`src/rtl/can_rx_fifo.sv`:
```
// ============================================================================
// Module   : can_rx_fifo
// Brief    : CAN receive frame FIFO with acceptance filters and register port.
//            Optional per-frame timestamps via CAN_RX_FIFO_TIMESTAMP_EN.
// Revision : 1.0 - initial release
// ============================================================================
`default_nettype none

module can_rx_fifo #(
    parameter int DEPTH = 4,
    parameter int NFILT = 2
) (
    input  logic        clk,
    input  logic        rst_n,
    input  logic        rx_valid,
    input  logic [28:0] rx_id,
    input  logic        rx_ext,
    input  logic        rx_rtr,
    input  logic [3:0]  rx_dlc,
    input  logic [63:0] rx_data,
    input  logic [5:0]  address,
    input  logic [31:0] data_in,
    input  logic [1:0]  data_write_n,
    input  logic [1:0]  data_read_n,
    output logic [31:0] data_out,
    output logic        data_ready,
    output logic        user_interrupt
);

    localparam int         c_aw    = (DEPTH > 1) ? $clog2(DEPTH) : 1;
    localparam logic [3:0] c_depth = 4'(DEPTH);

    typedef struct packed {
        logic        ext;
        logic        rtr;
        logic [1:0]  hit;
        logic [3:0]  dlc;
        logic [28:0] id;
        logic [63:0] data;
`ifdef CAN_RX_FIFO_TIMESTAMP_EN
        logic [15:0] ts;
`endif
    } entry_t;

    logic [1:0]       r_irq_en;
    logic [NFILT-1:0] r_filt_en;
    logic [31:0]      r_code [0:NFILT-1];
    logic [31:0]      r_mask [0:NFILT-1];
    logic [c_aw-1:0]  r_head;
    logic [c_aw-1:0]  r_tail;
    logic [3:0]       r_count;
    logic             r_ovf;
    logic [7:0]       r_drop;
    entry_t           r_mem [0:DEPTH-1];
`ifdef CAN_RX_FIFO_TIMESTAMP_EN
    logic [15:0]      r_ts;
`endif

    logic             w_wr;
    logic             w_rd;
    logic             w_flush;
    logic             w_pop_req;
    logic             w_empty;
    logic             w_full;
    logic             w_pop;
    logic             w_push_req;
    logic             w_push;
    logic             w_drop;
    logic [NFILT-1:0] w_hit;
    logic             w_accept;
    logic [1:0]       w_hit_idx;
    entry_t           w_new;
    entry_t           w_head;
    logic [31:0]      w_ctrl;
    logic [31:0]      w_reg;

    assign w_wr      = (data_write_n == 2'b10);
    assign w_rd      = (data_read_n == 2'b10);
    assign w_flush   = w_wr && (address == 6'h00) && data_in[31];
    assign w_pop_req = w_wr && (address == 6'h1C);
    assign w_empty   = (r_count == 4'd0);
    assign w_full    = (r_count == c_depth);

    // Flush overrides both queue operations issued in the same cycle.
    assign w_pop      = w_pop_req && !w_empty && !w_flush;
    assign w_push_req = rx_valid && w_accept && !w_flush;
    assign w_push     = w_push_req && (!w_full || w_pop);
    assign w_drop     = w_push_req && w_full && !w_pop;

    generate
        for (genvar k = 0; k < NFILT; k++) begin : g_filt
            assign w_hit[k] = r_filt_en[k]
                && (((rx_id ^ r_code[k][28:0]) & r_mask[k][28:0]) == 29'd0)
                && (!r_mask[k][31] || (rx_ext == r_code[k][31]));
        end
    endgenerate

    assign w_accept = (r_filt_en == '0) || (|w_hit);

    always_comb begin
        w_hit_idx = 2'd0;
        for (int k = NFILT - 1; k >= 0; k--) begin
            if (w_hit[k]) w_hit_idx = 2'(k);
        end
    end

    always_comb begin
        w_new      = '0;
        w_new.ext  = rx_ext;
        w_new.rtr  = rx_rtr;
        w_new.hit  = w_hit_idx;
        w_new.dlc  = rx_dlc;
        w_new.id   = rx_id;
        w_new.data = rx_data;
`ifdef CAN_RX_FIFO_TIMESTAMP_EN
        w_new.ts   = r_ts;
`endif
    end

    always_ff @(posedge clk or negedge rst_n) begin
        if (!rst_n) begin
            r_irq_en  <= 2'b00;
            r_filt_en <= '0;
            for (int k = 0; k < NFILT; k++) begin
                r_code[k] <= 32'd0;
                r_mask[k] <= 32'd0;
            end
        end else begin
            if (w_wr && (address == 6'h00)) begin
                r_irq_en  <= data_in[1:0];
                r_filt_en <= data_in[8 +: NFILT];
            end
            for (int k = 0; k < NFILT; k++) begin
                if (w_wr && (address == 6'(32 + 8 * k))) r_code[k] <= data_in;
                if (w_wr && (address == 6'(36 + 8 * k))) r_mask[k] <= data_in;
            end
        end
    end

    always_ff @(posedge clk or negedge rst_n) begin
        if (!rst_n) begin
            r_head  <= '0;
            r_tail  <= '0;
            r_count <= 4'd0;
        end else if (w_flush) begin
            r_head  <= '0;
            r_tail  <= '0;
            r_count <= 4'd0;
        end else begin
            if (w_push) r_tail <= r_tail + 1'b1;
            if (w_pop)  r_head <= r_head + 1'b1;
            if (w_push && !w_pop)      r_count <= r_count + 4'd1;
            else if (w_pop && !w_push) r_count <= r_count - 4'd1;
        end
    end

    // A status clear takes priority over a drop landing in the same cycle.
    always_ff @(posedge clk or negedge rst_n) begin
        if (!rst_n) begin
            r_ovf  <= 1'b0;
            r_drop <= 8'd0;
        end else if (w_wr && (address == 6'h04) && data_in[6]) begin
            r_ovf  <= 1'b0;
            r_drop <= 8'd0;
        end else if (w_drop) begin
            r_ovf  <= 1'b1;
            if (r_drop != 8'hFF) r_drop <= r_drop + 8'd1;
        end
    end

    always_ff @(posedge clk) begin
        if (w_push) r_mem[r_tail] <= w_new;
    end

`ifdef CAN_RX_FIFO_TIMESTAMP_EN
    always_ff @(posedge clk or negedge rst_n) begin
        if (!rst_n) r_ts <= 16'd0;
        else        r_ts <= r_ts + 16'd1;
    end
`endif

    assign w_head = w_empty ? '0 : r_mem[r_head];

    always_comb begin
        w_ctrl             = 32'd0;
        w_ctrl[1:0]        = r_irq_en;
        w_ctrl[8 +: NFILT] = r_filt_en;
    end

    always_comb begin
        w_reg = 32'd0;
        case (address)
            6'h00: w_reg = w_ctrl;
            6'h04: w_reg = {8'd0, r_drop, 9'd0, r_ovf, w_full, w_empty, r_count};
            6'h08: w_reg = {w_head.ext, w_head.rtr, 1'b0, w_head.id};
            6'h0C: w_reg = {22'd0, w_head.hit, 4'd0, w_head.dlc};
            6'h10: w_reg = {w_head.data[39:32], w_head.data[47:40],
                            w_head.data[55:48], w_head.data[63:56]};
            6'h14: w_reg = {w_head.data[7:0],   w_head.data[15:8],
                            w_head.data[23:16], w_head.data[31:24]};
`ifdef CAN_RX_FIFO_TIMESTAMP_EN
            6'h18: w_reg = {16'd0, w_head.ts};
`endif
            default: w_reg = 32'd0;
        endcase
        for (int k = 0; k < NFILT; k++) begin
            if (address == 6'(32 + 8 * k)) w_reg = r_code[k];
            if (address == 6'(36 + 8 * k)) w_reg = r_mask[k];
        end
    end

    assign data_out       = w_rd ? w_reg : 32'd0;
    assign data_ready     = 1'b1;
    assign user_interrupt = (r_irq_en[0] && !w_empty) || (r_irq_en[1] && r_ovf);

endmodule

`default_nettype wire

```
`config.mk`:
```
export PLATFORM = sky130hd
export DESIGN_NAME = can_rx_fifo
export DESIGN_NICKNAME = d
export VERILOG_FILES = /design/src/rtl/can_rx_fifo.sv
export SDC_FILE = /design/constraint.sdc
export NUM_CORES = 1
export LEC_CHECK = 0
export ABC_AREA = 0
export CAP_MARGIN = 10
export CORE_MARGIN = 2
export CORE_UTILIZATION = 59
export CTS_BUF_LIST = sky130_fd_sc_hd__clkbuf_8 sky130_fd_sc_hd__clkbuf_16
export DETAILED_ROUTE_END_ITERATION = 8
export HOLD_SLACK_MARGIN = 0.03
export MAX_ROUTING_LAYER = met4
export PLACE_DENSITY = 0.8
export SYNTH_ARGS = -nofsm -noshare
export SYNTH_HDL_FRONTEND = slang
export SYNTH_SLANG_ARGS = --single-unit
```
`constraint.sdc`:
```
create_clock -name clk -period 6.2 [get_ports clk]
set_input_delay 1.55 -clock clk [delete_from_list [all_inputs] [get_ports clk]]
set_output_delay 1.55 -clock clk [all_outputs]
set_load 0.05 [all_outputs]
```
==> flow_metrics.py <==
metrics = {
    "clock_tree": {
        "hold_buffers": 0,
        "clock_latency_ns": 0.62,
        "htree_levels": 2,
        "post_cts_resized": 0,
        "cts_tree": "built",
        "cts_buffers": 54,
        "clk_pin_slew_ns": 0.06,
        "clk_path_buf_depth": 3,
        "post_cts_buffers": 0,
        "cts_sinks": 549,
        "cts_root_buf": "clkbuf_16",
    },
    "detailed_routing": {
        "ant_nets": 0,
        "routed_wl_um": 58200,
        "wl_per_cell_um": 27.3,
        "viasPerCell": 6.49,
        "drc": 0,
        "drt_iter0_drc": 1386,
        "num_vias": 13832,
        "drt_first_pass_iters": 8,
    },
    "global_routing": {
        "grt-ovfl-total": 0,
        "grt_max_degree": 106,
        "grt_busiest_layer": "met2",
        "grt_pass1_wl_um": 86300,
        "gr-usage-met1_pct": 37.8,
        "grt_pass1_vias": 14078,
        "grt_use_met2_pct": 44.8,
        "use_met3_pct": 8.44,
        "antenna_found_initial": 8,
        "grtUsageTotal_pct": 29.3,
    },
    "status": {
        "status": "finished clean",
    },
    "critical_path": {
        "reg2reg_depth": 12,
        "cp.required_ns": 4.65,
        "rr_startpoint": "r_code[44]$_DFFE_PN0P_",
        "rrSetupSlack_ns": 2.77,
        "reg2reg_to": "r_count[3]$_DFFE_PN0P_",
        "endpoint_kind": "output port",
        "crit_fanout": 9,
        "path_class": "in2out",
        "cp-start-kind": "input pin",
        "arrival_ns": 4.49,
    },
    "power_and_ir_drop": {
        "powerDensity_nw_per_um2": 342,
        "leakage_nw": 10.1,
        "vdd_drop_max_uv": 267,
    },
    "yosys": {
        "ys_ff_latch": 549,
        "syn-num-nets": 1517,
        "ys_seq_area_share_pct": 67.2,
        "avgSynthCellArea_um2": 17.2,
        "synth_edf_count": 400,
        "syn_area_um2": 23400,
        "synthArstFlopShare_pct": 27.1,
        "synth_ff_type": "edfxtp_1",
        "ys.warnings.count": 0,
        "syn_inst": 1365,
        "yosys.cell_types.count": 55,
    },
    "hold_path": {
        "hp-start": "r_mask[62]$_DFFE_PN0P_",
        "holdPathEnd": "r_mask[62]$_DFFE_PN0P_",
        "min_path_cells": 1,
        "hold_path_class": "reg2reg",
    },
    "timing": {
        "timing.fmax_mhz": 166,
        "fin_skew_ns": 0.0280,
        "finalHoldViolations": 0,
        "period_share_pct": 97.4,
        "slew_headroom_pct": 21.1,
        "worstMarginPinSlew_ns": 1.18,
        "setup_viol": 0,
        "hold_ws_ns": 0.507,
        "fin_tns_setup_ns": 0,
        "period_minus_slack_ns": 6.04,
        "slew_viol_final": 0,
        "rsz0062_at_grt": "no",
    },
    "run": {
        "cap_violations": 0,
    },
    "floorplanning": {
        "core_um2": 38900,
        "start_util_pct": 60.2,
        "placementRows": 72,
        "die_area_um2": 41300,
        "fp.dieW_um": 203,
        "die_height_um": 203,
        "boundaryPins": 178,
    },
    "final_layout": {
        "fillers": 2441,
        "syn_to_final_growth_pct": 19.4,
        "finalNonFillerCells": 2130,
        "layout-drive-gt1-share_pct": 26.0,
        "utilization_pct": 71.8,
        "layout.nets": 1709,
    },
    "placement": {
        "gp_congestion": 0.968,
        "dp_hpwl_um": 37400,
        "io_buffer_count": 176,
        "dp.cells": 2019,
    },
}
-- worst max path at each step --
stage / startpoint / endpoint / slack (ns) / depth (start not counted)
after floorplan: rx_id[12] / r_mem[0][0]$_DFFE_PP_ / 0.47 / 7
after global placement: address[1] / data_out[0] / 0.37 / 9
after detailed placement: address[1] / data_out[23] / 0.31 / 10
after CTS: address[0] / data_out[6] / 0.29 / 9
after global routing: address[1] / data_out[1] / 0.10 / 9
final: address[1] / data_out[1] / 0.16 / 9
-- worst max-delay path: stages --
cell,delay (ns)
clkdlybuf4s50_1,0.43
or4_1,0.75
nor2_2,0.49
a22oi_1,0.16
o21ai_0,0.13
a221o_1,0.19
o21ai_0,0.08
a21oi_1,0.49
buf_12,0.21
-- flip-flops by register name, indices dropped and copies added (netlist names) --
signal,count
r_tail,2
r_code,64
r_mem,400
r_count,4
r_ovf,1
r_mask,64
r_irq_en,2
r_drop,8
r_filt_en,2
r_head,2
-- through the flow --
step                      setup slack (ns)  cell area [um^2]  total power (W)
after global routing                 0.100             28000          0.00988
after global placement               0.370             26200          0.00641
after detailed placement             0.314             26200          0.00649
final                                0.164             28000          0.00955
after floorplan                      0.466             23400          0.00583
after CTS                            0.291             27900          0.00960
-- logic make-up after synthesis --
| kind of cell | after synthesis | share of synthesized area, % |
|---|---|---|
| other cells | 1 | 0.0160 |
| fa+ha+maj | 8 | 0.460 |
| buf+inv | 77 | 1.50 |
| simple gates | 171 | 3.57 |
| mux | 298 | 19.2 |
| flops | 549 | 67.2 |
| compound gates | 198 | 5.73 |
| xor+xnor | 63 | 2.36 |
-- report_power, final --
| part | leakage [nW] | total (W) | internal, W | switching (W) |
|---|---|---|---|---|
| Combinational | 3.55 | 0.00156 | 0.000666 | 0.000895 |
| Sequential | 5.68 | 0.00487 | 0.00462 | 0.000250 |
| Clock | 0.918 | 0.00312 | 0.00177 | 0.00136 |
| Total | 10.1 | 0.00955 | 0.00705 | 0.00250 |
-- synthesized netlist by cell type, types with 2 or more instances --
| master | instances | area, um^2 |
|---|---|---|
| edfxtp_1 | 400 | 12000 |
| buf_6 | 2 | 22.5 |
| ha_1 | 7 | 87.6 |
| nor4_4 | 2 | 42.5 |
| mux2i_1 | 45 | 450 |
| buf_4 | 5 | 37.5 |
| a222oi_1 | 13 | 130 |
| o21ai_0 | 60 | 300 |
| nand3_1 | 12 | 60.1 |
| a21oi_1 | 41 | 205 |
| dfrtp_1 | 149 | 3730 |
| clkbuf_1 | 28 | 105 |
| xor2_1 | 62 | 543 |
| a22oi_1 | 33 | 248 |
| or4_1 | 6 | 45.0 |
| a2bb2oi_1 | 2 | 17.5 |
| a21boi_0 | 2 | 15.0 |
| mux2_2 | 147 | 1660 |
| inv_1 | 6 | 22.5 |
| o31ai_1 | 6 | 45.0 |
| nand4_1 | 6 | 37.5 |
| nor2_1 | 32 | 120 |
| a221o_1 | 11 | 110 |
| and3_1 | 9 | 56.3 |
| nand2b_1 | 4 | 25.0 |
| a21o_1 | 2 | 15.0 |
| nand2_1 | 77 | 289 |
| o211ai_1 | 2 | 15.0 |
| buf_2 | 22 | 110 |
| and2_1 | 3 | 18.8 |
| or3_1 | 4 | 25.0 |
| o22ai_1 | 3 | 18.8 |
| o41ai_1 | 2 | 17.5 |
| buf_1 | 13 | 48.8 |
| and2b_2 | 2 | 17.5 |
| mux4_2 | 105 | 2360 |
| nor3_1 | 6 | 30.0 |
| o221ai_1 | 17 | 149 |
-- layout make-up --
cell class	instances	area [um^2]	share of cell area, %
Antenna cell	9	22.5	0.0806
Clock inverter	44	283	1.01
Tap cell	518	648	2.32
Clock buffer	58	1420	5.07
Multi-Input combinational cell	739	7370	26.4
Sequential cell	549	15700	56.3
Inverter	6	22.5	0.0806
Timing Repair Buffer	207	2440	8.74
-- layer usage --
metal	vias up	wire [um]	share of wire (%)
met5	-	0	0
met4	0	2130	3.7
met3	147	5620	9.7
met2	706	28000	48
met1	7118	22400	39
li1	5861	-	-
-- placed cells by master, fill, tap and decap left out, types with 13 or more instances in the layout --
cell type,netlist,final
edfxtp_1,400,400
mux2_2,147,147
dfrtp_1,149,147
clkdlybuf4s50_1,0,141
mux4_2,105,105
nand2_1,77,77
xor2_1,62,62
o21ai_0,60,60
clkbuf_16,0,55
mux2i_1,45,45
buf_12,0,43
a21oi_1,41,41
a22oi_1,33,33
nor2_1,32,29
inv_1,6,25
buf_4,5,20
o221ai_1,17,17
a222oi_1,13,13
Note: power is estimated with default switching activity, not from simulation.
